### config.mk
export PLATFORM = sky130hd
export DESIGN_NAME = mm_uart_tx
export DESIGN_NICKNAME = d
export VERILOG_FILES = /design/src/rtl/mm_uart_pkg.sv /design/src/rtl/mm_uart_tx_fifo.sv /design/src/rtl/mm_uart_tx.sv
export SDC_FILE = /design/constraint.sdc
export NUM_CORES = 1
export LEC_CHECK = 0
export ABC_AREA = 1
export ABC_CLOCK_PERIOD_IN_PS = 4100
export CAP_MARGIN = 20
export CORE_ASPECT_RATIO = 2
export CORE_UTILIZATION = 36
export DETAILED_ROUTE_END_ITERATION = 8
export HOLD_SLACK_MARGIN = 0.1
export SYNTH_ARGS = -nofsm -noshare
export SYNTH_HDL_FRONTEND = slang
export SYNTH_SLANG_ARGS = --single-unit
### constraint.sdc
create_clock -name clock -period 4.1 [get_ports clock]
set_input_delay 1.025 -clock clock [delete_from_list [all_inputs] [get_ports clock]]
set_output_delay 1.025 -clock clock [all_outputs]
set_load 0.01 [all_outputs]
### src/rtl/mm_uart_pkg.sv
// Shared definitions for the memory-mapped UART transmitter.
// Latency: none (types and constants only).
// Backpressure: not applicable.
package mm_uart_pkg;

    // Transmit FSM encoding
    typedef enum logic [1:0] {
        IDLE  = 2'd0,
        START = 2'd1,
        DATA  = 2'd2,
        STOP  = 2'd3
    } uart_state_t;

    // 8N1 frame shape
    localparam int DATA_BITS = 8;
    localparam int STOP_BITS = 1;

    // 50 MHz core clock at 115200 baud
    localparam int DEFAULT_CLKS_PER_BIT = 434;

endpackage

### src/rtl/mm_uart_tx_fifo.sv
// Generic synchronous FIFO with occupancy count; read data is the current head.
// Latency: push visible in count after one edge; rdata is combinational from head.
// Backpressure: pushes while full and pops while empty are ignored.
module sync_fifo #(
    parameter int WIDTH = 8,
    parameter int DEPTH = 8
) (
    input  logic                     clock,
    input  logic                     reset,
    input  logic                     push,
    input  logic                     pop,
    input  logic [WIDTH-1:0]         wdata,
    output logic [WIDTH-1:0]         rdata,
    output logic [$clog2(DEPTH):0]   count,
    output logic                     full,
    output logic                     empty
);

    localparam int AW = $clog2(DEPTH);
    localparam logic [AW:0] DEPTH_CNT = (AW+1)'(DEPTH);

    logic [WIDTH-1:0] mem [DEPTH];
    logic [AW-1:0]    wr_ptr;
    logic [AW-1:0]    rd_ptr;
    logic             do_push;
    logic             do_pop;

    assign full    = (count == DEPTH_CNT);
    assign empty   = (count == '0);
    assign do_push = push && !full;
    assign do_pop  = pop && !empty;
    assign rdata   = mem[rd_ptr];

    // Pointers wrap naturally because DEPTH is a power of two
    always_ff @(posedge clock or negedge reset) begin
        if (!reset) begin
            wr_ptr <= '0;
            rd_ptr <= '0;
            count  <= '0;
        end else begin
            if (do_push) wr_ptr <= wr_ptr + 1'b1;
            if (do_pop)  rd_ptr <= rd_ptr + 1'b1;
            case ({do_push, do_pop})
                2'b10:   count <= count + 1'b1;
                2'b01:   count <= count - 1'b1;
                default: count <= count;
            endcase
        end
    end

    // Storage needs no reset; only slots between the pointers are ever read
    always_ff @(posedge clock) begin
        if (do_push) mem[wr_ptr] <= wdata;
    end

endmodule

### src/rtl/mm_uart_tx.sv
// Memory-mapped 8N1 UART transmitter: bus stores enqueue bytes, an FSM serialises them LSB first.
// Latency: store into empty FIFO at edge k drives the start bit at edge k+1; one frame = 10*CLKS_PER_BIT.
// Backpressure: none on the bus; stores while full are dropped and flagged in sticky overflow.
module mm_uart_tx
    import mm_uart_pkg::*;
#(
    parameter int                    DATA_WIDTH   = 32,
    parameter logic [DATA_WIDTH-1:0] ADDR         = 32'h9000_0010,
    parameter logic [DATA_WIDTH-1:0] CLR_ADDR     = 32'h9000_0014,
    parameter int                    CLKS_PER_BIT = DEFAULT_CLKS_PER_BIT,
    parameter int                    FIFO_DEPTH   = 8
) (
    input  logic                          clock,
    input  logic                          reset,
    input  logic                          we,
    input  logic [DATA_WIDTH-1:0]         data,
    input  logic [DATA_WIDTH-1:0]         addr,
    output logic                          tx,
    output logic                          busy,
    output logic                          full,
    output logic                          overflow,
    output logic [$clog2(FIFO_DEPTH):0]   count
);

    localparam int TW = $clog2(STOP_BITS * CLKS_PER_BIT);
    localparam int BW = $clog2(DATA_BITS);
    localparam logic [TW-1:0] BIT_LAST  = TW'(CLKS_PER_BIT - 1);
    localparam logic [TW-1:0] STOP_LAST = TW'(STOP_BITS * CLKS_PER_BIT - 1);
    localparam logic [BW-1:0] IDX_LAST  = BW'(DATA_BITS - 1);

    uart_state_t          state;
    uart_state_t          state_nxt;
    logic [TW-1:0]        timer;
    logic [TW-1:0]        timer_nxt;
    logic [BW-1:0]        bit_idx;
    logic [BW-1:0]        bit_idx_nxt;
    logic [DATA_BITS-1:0] shift;
    logic [DATA_BITS-1:0] shift_nxt;
    logic                 tx_nxt;

    logic                 wr_tx_reg;
    logic                 push;
    logic                 drop;
    logic                 clr;
    logic                 pop;
    logic                 empty;
    logic [DATA_BITS-1:0] head;
    logic                 unused_data_hi;

    // Only the low byte of a store carries payload
    assign unused_data_hi = ^data[DATA_WIDTH-1:DATA_BITS];

    // Address decode; full is the registered FIFO state, so a same-cycle pop cannot rescue a push
    assign wr_tx_reg = we && (addr == ADDR);
    assign push      = wr_tx_reg && !full;
    assign drop      = wr_tx_reg && full;
    assign clr       = we && (addr == CLR_ADDR) && data[0];

    sync_fifo #(
        .WIDTH (DATA_BITS),
        .DEPTH (FIFO_DEPTH)
    ) u_fifo (
        .clock (clock),
        .reset (reset),
        .push  (push),
        .pop   (pop),
        .wdata (data[DATA_BITS-1:0]),
        .rdata (head),
        .count (count),
        .full  (full),
        .empty (empty)
    );

    assign busy = (state != IDLE) || (count != '0);

    // Sticky overflow: a dropped store sets it, a control write with bit 0 clears it
    always_ff @(posedge clock or negedge reset) begin
        if (!reset) begin
            overflow <= 1'b0;
        end else if (drop) begin
            overflow <= 1'b1;
        end else if (clr) begin
            overflow <= 1'b0;
        end
    end

    // FSM, bit timer and shift register state
    always_ff @(posedge clock or negedge reset) begin
        if (!reset) begin
            state   <= IDLE;
            timer   <= '0;
            bit_idx <= '0;
            shift   <= '0;
            tx      <= 1'b1;
        end else begin
            state   <= state_nxt;
            timer   <= timer_nxt;
            bit_idx <= bit_idx_nxt;
            shift   <= shift_nxt;
            tx      <= tx_nxt;
        end
    end

    // Next-state logic; tx is registered from the next state so it changes on the same edge as the FSM
    always_comb begin
        state_nxt   = state;
        timer_nxt   = timer + 1'b1;
        bit_idx_nxt = bit_idx;
        shift_nxt   = shift;
        pop         = 1'b0;
        case (state)
            IDLE: begin
                timer_nxt = '0;
                if (!empty) begin
                    pop       = 1'b1;
                    shift_nxt = head;
                    state_nxt = START;
                end
            end
            START: begin
                if (timer == BIT_LAST) begin
                    timer_nxt   = '0;
                    bit_idx_nxt = '0;
                    state_nxt   = DATA;
                end
            end
            DATA: begin
                if (timer == BIT_LAST) begin
                    timer_nxt = '0;
                    shift_nxt = shift >> 1;
                    if (bit_idx == IDX_LAST) begin
                        state_nxt = STOP;
                    end else begin
                        bit_idx_nxt = bit_idx + 1'b1;
                    end
                end
            end
            STOP: begin
                if (timer == STOP_LAST) begin
                    timer_nxt = '0;
                    // Chain straight into the next start bit when more data is queued
                    if (!empty) begin
                        pop       = 1'b1;
                        shift_nxt = head;
                        state_nxt = START;
                    end else begin
                        state_nxt = IDLE;
                    end
                end
            end
            default: begin
                timer_nxt = '0;
                state_nxt = IDLE;
            end
        endcase
        tx_nxt = (state_nxt == DATA) ? shift_nxt[0] : (state_nxt != START);
    end

endmodule
# Word-level counts from Yosys, hierarchy flattened
# Memory sizes are Yosys's and may differ from the RTL's.
# Cells that the tools add are included.
word_totals:
  in_bits: 67
  mem_bits_ro: 0
  mem_bits_rw: 64
  latchBits: 0
  register_bits: 34
  word_cells: 80
  memories: 1
op_classes:
  n_div: 0
  n_lt_le_gt_ge: 0
  reduce_logical: 21
  eq_ne: 16
  addsub: 6
  n_shift: 0
  n_mul: 0
  n_mux: 26
  bitwise_logic: 0
memory_table:
  columns: ["memory", "words", "width", "read_ports", "rd_clocked_by_memory_dff", "write_ports", "line_no", "source"]
  rows:
  - ["u_fifo.mem", 8, 8, 1, 0, 1, "mm_uart_tx_fifo.sv:22", "logic [WIDTH-1:0] mem [DEPTH];"]
op_table:
  columns: ["op", "count"]
  rows:
  - ["32-bit equality test (second input constant)", 2]
  - ["8-bit two-way mux", 3]
  - ["8-bit one-hot mux with 3 select lines", 1]
  - ["9-bit one-hot mux with 2 select lines", 1]
  - ["2-bit two-way mux", 5]
  - ["3-bit by 1-bit adder with 3-bit output (second input constant)", 3]
  - ["9-bit by 1-bit adder with 9-bit output (second input constant)", 1]
  - ["9-bit equality test (second input constant)", 1]
  - ["3-bit two-way mux", 3]
  - ["9-bit two-way mux", 1]
  - ["2-bit equality test (second input constant)", 4]
  - ["1-bit two-way mux", 8]
  - ["2-bit inequality test (second input constant)", 4]
  - ["2-bit one-hot mux with 4 select lines", 1]
  - ["4-bit one-hot mux with 2 select lines", 1]
  - ["2-bit nonzero test", 4]
  - ["1-bit logical AND", 7]
  - ["3-bit one-hot mux with 2 select lines", 1]
  - ["4-bit by 1-bit adder with 4-bit output (second input constant)", 1]
  - ["2-bit by 1-bit equality test with 1-bit output (second input constant)", 2]
  - ["4-bit equality test (second input constant)", 1]
  - ["4-bit logical NOT", 1]
  - ["4-bit AND reduction", 1]
  - ["4-bit nonzero test", 1]
  - ["10 further kinds", 11]

# Longest topological paths before layout
# Gate-level depths: netlist of the first run.
logic_depth:
  ltp_word: 7
  ltp_mapped: 17
  mapped_depth_nobuf: 17

# Cells and area by module
# From an unflattened synthesis of the first run, not the netlist that was laid out.
unflattened:
  cells_unflattened: 567
  hier_area_um2: 4996.0
modules_own_cells:
  columns: ["module", "instances", "area_each_um2", "seq_area_each_um2", "cells_each"]
  rows:
  - ["sync_fifo", 1, 3399.5, 2172.1, 357]
  - ["mm_uart_tx", 1, 1596.5, 601.8, 210]

# Least setup slack after synthesis of the first run
# Ideal clock, no wire load.
synth_path:
  path_kind: "input to register"
  from: "in addr[15]"
  to: "reg u_fifo.count[3]"
  t_arrival_ns: 2.871
  slack_ns: 1.098
  required_ns: 3.969
  path_stages: 13
  path_buffers: 0
  path_cell_list: "nor2_1 > nand2_1 > nor3_1 > nand3b_1 > nor2_4 > nand2_1 > ha_1 > ha_1 > a21oi_1 > nand2_1 > a21oi_1 > o21ai_0 > xor2_1"
synth_via:
  elab_chain_cells: 6
synth_rtl:
  columns: ["element", "line_no", "source"]
  rows:
  - ["start: declaration", "mm_uart_tx.sv:17", "input logic [DATA_WIDTH-1:0] addr,"]
  - ["32-bit equality test *", "mm_uart_tx.sv:54", "assign wr_tx_reg = we && (addr == ADDR);"]
  - ["1-bit logical AND *", "mm_uart_tx.sv:54", null]
  - ["1-bit logical AND *", "mm_uart_tx.sv:55", "assign push = wr_tx_reg && !full;"]
  - ["1-bit logical AND *", "mm_uart_tx_fifo.sv:30", "assign do_push = push && !full;"]
  - ["2-bit by 1-bit equality test with 1-bit output or 2-bit equality test (tied branches)", "mm_uart_tx_fifo.sv:43", "case ({do_push, do_pop})"]
  - ["4-bit one-hot mux with 2 select lines or 2-bit nonzero test (tied branches)", null, null]
  - ["end signal: assignment", "mm_uart_tx_fifo.sv:44", "2'b10: count <= count + 1'b1;"]
  - ["end signal: assignment", "mm_uart_tx_fifo.sv:45", "2'b01: count <= count - 1'b1;"]
  - ["end signal: assignment", "mm_uart_tx_fifo.sv:46", "default: count <= count;"]
  - ["end: declaration", "mm_uart_tx_fifo.sv:14", "output logic [$clog2(DEPTH):0] count,"]
# Every way passes the cells marked *; elsewhere a longest branch is shown, timed or not.
# A chain may end at the register's enable or synchronous reset.

# Worst setup path after layout of the first run
# Ends and elaborated chain as after synthesis.

==> results.json, run 1 <==
{
  "status": "completed",
  "path_clk_slew_ns": 0.07,
  "io_pins": 75,
  "fin_nets": 614,
  "hp-class": "reg2reg",
  "antenna_found_initial": 0,
  "cp_max_fo": 7,
  "avgSynthCellArea_um2": 9.96,
  "ys.warnings.count": 0,
  "ys_seq_area_frac": 0.591,
  "slew_headroom": 0.467,
  "synthesis.nets": 554,
  "p_comb_frac": 0.029,
  "die_area_um2": 13500,
  "cts_root_buffer": "clkbuf_16",
  "antenna_cells": 0,
  "chipHeight_um": 163,
  "fillers": 1238,
  "finalSetupViolCount": 0,
  "area_growth_pct": 21.3,
  "first_global_vias": 3501,
  "initial_core_util": 0.372,
  "crit_type": "in2reg",
  "remaining_drc_errors": 0,
  "cts_htree_levels": 3,
  "swShare": 0.220,
  "numCtsBuffers": 9,
  "grt_pass1_wl_um": 16900,
  "dp_hpwl_um": 7500,
  "fmax_mhz": 295,
  "core_um2": 12600,
  "gp_congestion": 0.749,
  "insertion_delay_ns": 0.35,
  "power_mw": 1.96,
  "layout_common_cells": "118 x nand2_1, 64 x edfxtp_1, 58 x nor2_1",
  "clockPowerShare": 0.432,
  "slew_viol_final": 0,
  "viasPerCell": 5.08,
  "drtPass1Iterations": 4,
  "drt_iter0_markers": 176,
  "row_count": 58,
  "p_leak_nw": 2.34,
  "wl_per_cell_um": 15.4,
  "synth.cell_area_um2": 4690,
  "yosys.area.top_type": "edfxtp_1",
  "power.switching_uw": 431,
  "cts_tree": "built",
  "ctsResizeCount": 0,
  "grt_start_max_net_pins": 35,
  "drv_cap": 0,
  "final_common_cell": "nand2_1",
  "cts_hold_buffers": 0,
  "worst_pin_slew_ns": 0.800,
  "rsz0062_at_grt": "false",
  "gr-usage-all-layers": 0.170,
  "synthTopCellsByArea": "edfxtp_1 41%, dfrtp_1 18%, nand2_1 9.4%",
  "start_kind": "input port",
  "via_count": 3484,
  "cts_sinks": 98,
  "cp.required_ns": 4.32,
  "cts_buffer_depth": 2,
  "tns_ns": 0,
  "end_kind": "flip-flop",
  "placement.io_buffers": 50,
  "synth-seq-cells": 98,
  "finalCritPeriodShare": 0.827,
  "drive_above_1_share": 0.0970,
  "skew_ns": 0.0104,
  "wl_um": 10600,
  "yosysUniqueCellTypes": 38,
  "overflow": 0,
  "fp.dieW_um": 82.7,
  "synth_top_area_frac": 0.410,
  "syn_inst": 471,
  "post_cts_buffers": 0,
  "cp.arrival_ns": 3.61,
  "finalCriticalPeriod_ns": 3.39,
  "powerDensity_nw_per_um2": 344,
  "irDropWorstVdd_mv": 0.242,
  "final_hold_viol_count": 0,
  "seqPwrFrac": 0.538,
  "p_int_mw": 1.53,
  "ant_nets": 0
}
[power by group through the flow]
| stage | clock network (mW) | registers (mW) | logic, mW |
|---|---|---|---|
| after detailed placement | 0 | 1.08 | 0.0584 |
| after CTS | 0.861 | 1.05 | 0.0586 |
| after global routing | 0.900 | 1.05 | 0.0627 |
| after global placement | 0 | 1.08 | 0.0566 |
| final | 0.846 | 1.05 | 0.0574 |
| after floorplan | 0 | 1.08 | 0.00426 |
[flip-flops by register name, summed over array words and instances (netlist names)]
signal and cells:
u_fifo.rd_ptr 3, u_fifo.mem 64, state 2, tx 1
timer 9, overflow 1, bit_idx 3, u_fifo.count 4
shift 8, u_fifo.wr_ptr 3
[final cells by class]
cell class,count,area [µm²],share of cell area
inverter,40,151,0.0266
tap,150,188,0.0330
timing repair buffer,59,563,0.0989
clock inverter,7,76.3,0.0134
multi-input combinational,323,1720,0.301
sequential,98,2770,0.487
clock buffer,9,225,0.0396
[final timing paths]
path	to	cells past startpoint	slack [ns]	from
setup / recovery	u_fifo.count[3]	14	0.71	addr[15]
hold / removal	shift[0]	2	0.49	shift[0]
setup reg to reg	u_fifo.count[3]	15	1.16	state[1]
hold reg to reg	shift[0]	2	0.49	shift[0]
max in group asynchronous	timer[1]	1	2.83	reset
min in group asynchronous	u_fifo.count[3]	1	0.76	reset
[per-stage QoR]
stage / utilization / hold WS, ns / std cells / setup WS [ns] / instance area [µm²]
4_1_cts: 0.451 / 0.501 / 686 / 0.711 / 5690
2_1_floorplan: - / 0.453 / 471 / 1.10 / 4690
6_report: 0.451 / 0.494 / 686 / 0.709 / 5690
3_3_place_gp: 0.427 / 0.481 / 670 / 0.459 / 5390
3_5_place_dp: 0.427 / 0.483 / 670 / 0.340 / 5390
5_1_grt: 0.451 / 0.529 / 686 / 0.496 / 5690
[cells in the mapped netlist]
library cell  count
nand2_2           5
buf_2             5
dfrtp_1          33
ha_1             15
and3_1            1
clkinv_1          1
nand3_1          37
nand2_1         118
a21oi_2           1
a21oi_1           8
o21ai_1           6
buf_4             2
o221ai_1         10
xnor2_1           2
nor2_1           58
nand3b_1          3
inv_2             7
nand2_4           3
nor2_8            1
nor4_1            1
nand2_8           1
nor2_4            4
o21ai_0          27
nor3_2            1
fa_1              1
nand4_1           3
nor3b_1           2
xor2_1            6
inv_1            31
clkbuf_1          3
nor3_1            4
o21bai_1          1
nor2_2            1
dfstp_2           1
clkinv_2          1
a32o_1            2
a21boi_0          1
edfxtp_1         64
[worst max-delay path, stage by stage]
cell and delay, ns:
clkdlybuf4s50_1 0.41, nor2_1 0.10, nand2_1 0.05, nor3_1 0.26
nand3b_1 0.17, nor2_4 0.17, nand2_1 0.13, ha_1 0.26
ha_1 0.34, a21oi_1 0.15, nand2_1 0.08, a21oi_1 0.13
o21ai_0 0.16, xor2_1 0.17
[kinds of logic after synthesis]
group	Yosys count	share of synthesized area
buffers and inverters	50	0.0432
DFF	98	0.591
adders and majority gates	16	0.0443
xor gates and xnor gates	8	0.0149
and+or+nand+nor	243	0.235
AOI/OAI and AO/OA	56	0.0717
[per-layer routing]
layer	global-route usage	wire length, µm	vias to the layer above
li1	-	-	1704
met1	0.183	3880	1701
met5	0	0	-
met2	0.309	6080	58
met4	0.0995	374	0
met3	0.0173	241	21
Note: power is estimated with default switching activity, not from simulation.
==> run 2, diff against run 1 <==
Settings changed: ABC_CLOCK_PERIOD_IN_PS 4100 to 3350.
Clock period 4.1 ns to 3.35 ns, I/O delays scaled along.
==> results.json, run 2 (synthesized netlist as in run 1, its figures left out) <==
{
  "status": "completed",
  "cts_sinks": 98,
  "cts_tree": "built",
  "p_leak_nw": 2.35,
  "chipHeight_um": 163,
  "initial_core_util": 0.372,
  "row_count": 58,
  "critPathLaunch": "addr[15]",
  "hp-class": "reg2reg",
  "antenna_cells": 0,
  "finalCriticalPeriod_ns": 2.98,
  "cp.arrival_ns": 3.20,
  "wl_met2_um": 6030,
  "core_um2": 12600,
  "r2r_end": "u_fifo.count[3]",
  "power_mw": 2.44,
  "highest_layer": "met4",
  "grt_start_max_net_pins": 35,
  "final.setup.worst_slack_ns": 0.373,
  "area_growth_pct": 21.9,
  "ctsResizeCount": 0,
  "whs_ns": 0.500,
  "crit_type": "in2reg",
  "insertion_delay_ns": 0.35,
  "wl_um": 10400,
  "cts_hold_buffers": 0,
  "cp_max_fo": 5,
  "fp.dieW_um": 82.7,
  "largest_register_ffs": 64,
  "drive_above_1_share": 0.100,
  "path_clk_slew_ns": 0.07,
  "fin_area_um2": 5720,
  "powerDensity_nw_per_um2": 427,
  "numCtsBuffers": 9,
  "placed_area_um2": 5410,
  "post_cts_buffers": 0,
  "irDropWorstVdd_mv": 0.335,
  "cp.required_ns": 3.58,
  "antenna_found_initial": 0,
  "drv_cap": 0,
  "drt_iter0_markers": 154,
  "start_kind": "input port",
  "ff2ff_path_depth": 15,
  "first_global_vias": 3472,
  "timing.rr.start": "state[1]",
  "io_pins": 75,
  "dr_wl_met3_um": 186,
  "remaining_drc_errors": 0,
  "rsz0062_at_grt": "false",
  "final_hold_viol_count": 0,
  "skew_ns": 0.00652,
  "dp_hpwl_um": 7410,
  "critPathCapture": "u_fifo.count[3]",
  "gp_congestion": 0.740,
  "ant_nets": 0,
  "finalSetupViolCount": 0,
  "grt_pass1_wl_um": 16600,
  "overflow": 0,
  "placement.io_buffers": 50,
  "worst_pin_slew_ns": 0.765,
  "end_kind": "flip-flop",
  "top_register": "u_fifo.mem",
  "fin_nets": 616,
  "fmax_mhz": 336,
  "cts_htree_levels": 3,
  "die_area_um2": 13500,
  "wl_per_cell_um": 15.1,
  "slew_viol_final": 0,
  "slew_headroom": 0.490,
  "drtPass1Iterations": 4,
  "viasPerCell": 4.92,
  "finalCritPeriodShare": 0.889,
  "gr-usage-all-layers": 0.168,
  "tns_ns": 0,
  "wl_met1_um": 3920,
  "r2r_slack_ns": 0.49,
  "cts_root_buffer": "clkbuf_16",
  "dpl_worst_slack_ns": 0.000172,
  "reg.largest.list": "u_fifo.mem: 64 flops, timer: 9 flops, shift: 8 flops",
  "layout_common_cells": "118 x nand2_1, 64 x edfxtp_1, 58 x nor2_1",
  "final_common_cell": "nand2_1",
  "cts_buffer_depth": 2,
  "via_count": 3385
}
-- run 2: cell types whose count changed in the layout (fill, tap and decap cells not counted) --
cell	delta
buf_4	+2
clkinv_8	-1
clkinv_4	-1
bufinv_16	+1
inv_6	+1
-- run 2: worst min-delay path by stage --
stage / cells past startpoint / end / slack, ns / start
2_1_floorplan: 2 / shift[0] / 0.45 / shift[0]
3_3_place_gp: 1 / timer[0] / 0.48 / timer[0]
3_5_place_dp: 2 / overflow / 0.49 / overflow
4_1_cts: 1 / timer[0] / 0.50 / timer[0]
5_1_grt: 1 / bit_idx[2] / 0.53 / bit_idx[2]
6_report: 1 / timer[0] / 0.50 / timer[0]
-- run 2: routing by layer --
metal  up-vias  track usage
met5         -            0
met4         0       0.0713
met3        14       0.0279
met2        37        0.316
met1      1615        0.173
li1       1719            -
-- run 2: final cells by class --
type	instances	area (µm²)
Fill cell	1253	6910
Timing Repair Buffer	61	578
Inverter	40	151
Tap cell	150	188
Clock inverter	7	90.1
Multi-Input combinational cell	323	1720
Clock buffer	9	225
Sequential cell	98	2770
-- run 2: worst max-delay path: stages --
cell and delay [ns]:
clkdlybuf4s50_1 0.41, nor2_1 0.10, nand2_1 0.06, nor3_1 0.25, nand3b_1 0.17, nor2_4 0.11, nand2_1 0.07, ha_1 0.24
ha_1 0.33, a21oi_1 0.17, nand2_1 0.08, a21oi_1 0.12, o21ai_0 0.11, xor2_1 0.15
-- run 2: where the power goes --
part | leakage, nW | internal (mW) | switching [mW]
combinational | 1.21 | 0.0447 | 0.0252
sequential | 0.987 | 1.29 | 0.00000000169
clock | 0.157 | 0.603 | 0.481
-- run 2: through the flow --
step / std cells / util
after floorplan: 471 / -
after CTS: 688 / 0.453
after global routing: 688 / 0.453
after global placement: 672 / 0.428
final: 688 / 0.453
after detailed placement: 672 / 0.428
==> run 3, diff against run 2 <==
Settings changed: CTS_BUF_LIST set to sky130_fd_sc_hd__clkbuf_8.
==> results.json, run 3 (synthesized netlist as in run 1, its figures left out) <==
{
  "placement.io_buffers": 50,
  "irDropWorstVdd_mv": 0.373,
  "gp_congestion": 0.740,
  "reg.largest.list": "u_fifo.mem: 64 flops, timer: 9 flops, shift: 8 flops",
  "remaining_drc_errors": 0,
  "row_count": 58,
  "grt_pass1_wl_um": 16500,
  "wl_per_cell_um": 14.9,
  "initial_core_util": 0.372,
  "antenna_found_initial": 0,
  "multi_input_area_um2": 1720,
  "finalCritPeriodShare": 0.881,
  "hp-start": "timer[0]",
  "cts_sinks": 98,
  "io_pins": 75,
  "r2r_end": "u_fifo.count[3]",
  "slew_headroom": 0.490,
  "p_leak_nw": 2.31,
  "largest_register_ffs": 64,
  "fillers": 1269,
  "cp_max_fo": 5,
  "dp_hpwl_um": 7410,
  "drtPass1Iterations": 7,
  "cts_tree": "built",
  "core_um2": 12600,
  "dpl_worst_slack_ns": 0.000172,
  "drt_iter0_markers": 150,
  "crit_type": "in2reg",
  "cts_hold_buffers": 0,
  "tns_ns": 0,
  "slew_viol_final": 0,
  "post_cts_buffers": 0,
  "antenna_cells": 0,
  "insertion_delay_ns": 0.37,
  "numCtsBuffers": 9,
  "powerDensity_nw_per_um2": 387,
  "cts_root_buffer": "clkbuf_8",
  "ff2ff_path_depth": 15,
  "gr-usage-all-layers": 0.166,
  "fp.dieW_um": 82.7,
  "drv_cap": 0,
  "status": "completed",
  "start_kind": "input port",
  "timing.rr.start": "state[1]",
  "finalCoreUtilization": 0.445,
  "via_count": 3397,
  "r2r_slack_ns": 0.48,
  "ctsResizeCount": 0,
  "wl_um": 10300,
  "worst_pin_slew_ns": 0.765,
  "skew_ns": 0.00955,
  "cp.required_ns": 3.60,
  "grt_start_max_net_pins": 35,
  "finalSetupViolCount": 0,
  "cp.arrival_ns": 3.20,
  "ff_latch_area_um2": 2770,
  "overflow": 0,
  "cts_buffer_depth": 2,
  "cts_htree_levels": 3,
  "final_hold_viol_count": 0,
  "path_clk_slew_ns": 0.10,
  "hold_end": "timer[0]",
  "chipHeight_um": 163,
  "final.setup.worst_slack_ns": 0.399,
  "end_kind": "flip-flop",
  "power_mw": 2.18,
  "viasPerCell": 4.94,
  "first_global_vias": 3484,
  "drive_above_1_share": 0.100,
  "holdPathStages": 1,
  "area_growth_pct": 19.8,
  "finalCriticalPeriod_ns": 2.95,
  "ant_nets": 0,
  "rsz0062_at_grt": "false",
  "hp-class": "reg2reg",
  "die_area_um2": 13500,
  "final_common_cell": "nand2_1",
  "fin_nets": 616,
  "layout_common_cells": "118 x nand2_1, 64 x edfxtp_1, 58 x nor2_1",
  "fmax_mhz": 339,
  "top_register": "u_fifo.mem"
}
[run 3: cell counts in the layout (fill, tap and decap cells not counted)]
No cell type changed its count.
[run 3: power breakdown]
part | leakage, nW | internal (mW) | switching, mW | total, mW
clock network | 0.111 | 0.369 | 0.448 | 0.817
registers | 0.987 | 1.29 | 0.00000000169 | 1.29
logic | 1.21 | 0.0447 | 0.0250 | 0.0697
[run 3: worst max path at each step]
stage | start | end | cells past startpoint
final | addr[15] | u_fifo.count[3] | 14
after global routing | addr[7] | u_fifo.count[3] | 14
after CTS | addr[15] | u_fifo.count[3] | 14
after detailed placement | addr[15] | u_fifo.count[3] | 14
after global placement | addr[15] | u_fifo.count[3] | 14
after floorplan | addr[15] | u_fifo.count[3] | 13
[run 3: per-layer routing]
metal | routed length, µm | track usage | up-vias
met1 | 3820 | 0.172 | 1628
met5 | 0 | 0 | -
li1 | - | - | 1714
met4 | 144 | 0.0666 | 0
met2 | 6050 | 0.316 | 48
met3 | 240 | 0.0235 | 7
[run 3: area by class of cell]
cell class / count / share of cell area
Sequential cell: 98 / 0.494
Multi-Input combinational cell: 323 / 0.305
Timing Repair Buffer: 61 / 0.103
Tap cell: 150 / 0.0334
Inverter: 40 / 0.0269
Clock buffer: 9 / 0.0220
Clock inverter: 7 / 0.0160
[run 3: per-stage QoR]
step / area (µm²) / hold slack (ns) / cells
2_1_floorplan: 4690 / 0.453 / 471
3_3_place_gp: 5410 / 0.476 / 672
3_5_place_dp: 5410 / 0.492 / 672
4_1_cts: 5620 / 0.507 / 688
5_1_grt: 5620 / 0.538 / 688
6_report: 5620 / 0.505 / 688
[run 3: worst max-delay path, cell delays in order]
cell and delay (ns):
clkdlybuf4s50_1 0.41, nor2_1 0.10, nand2_1 0.06, nor3_1 0.25
nand3b_1 0.17, nor2_4 0.11, nand2_1 0.07, ha_1 0.24
ha_1 0.33, a21oi_1 0.17, nand2_1 0.08, a21oi_1 0.12
o21ai_0 0.11, xor2_1 0.15
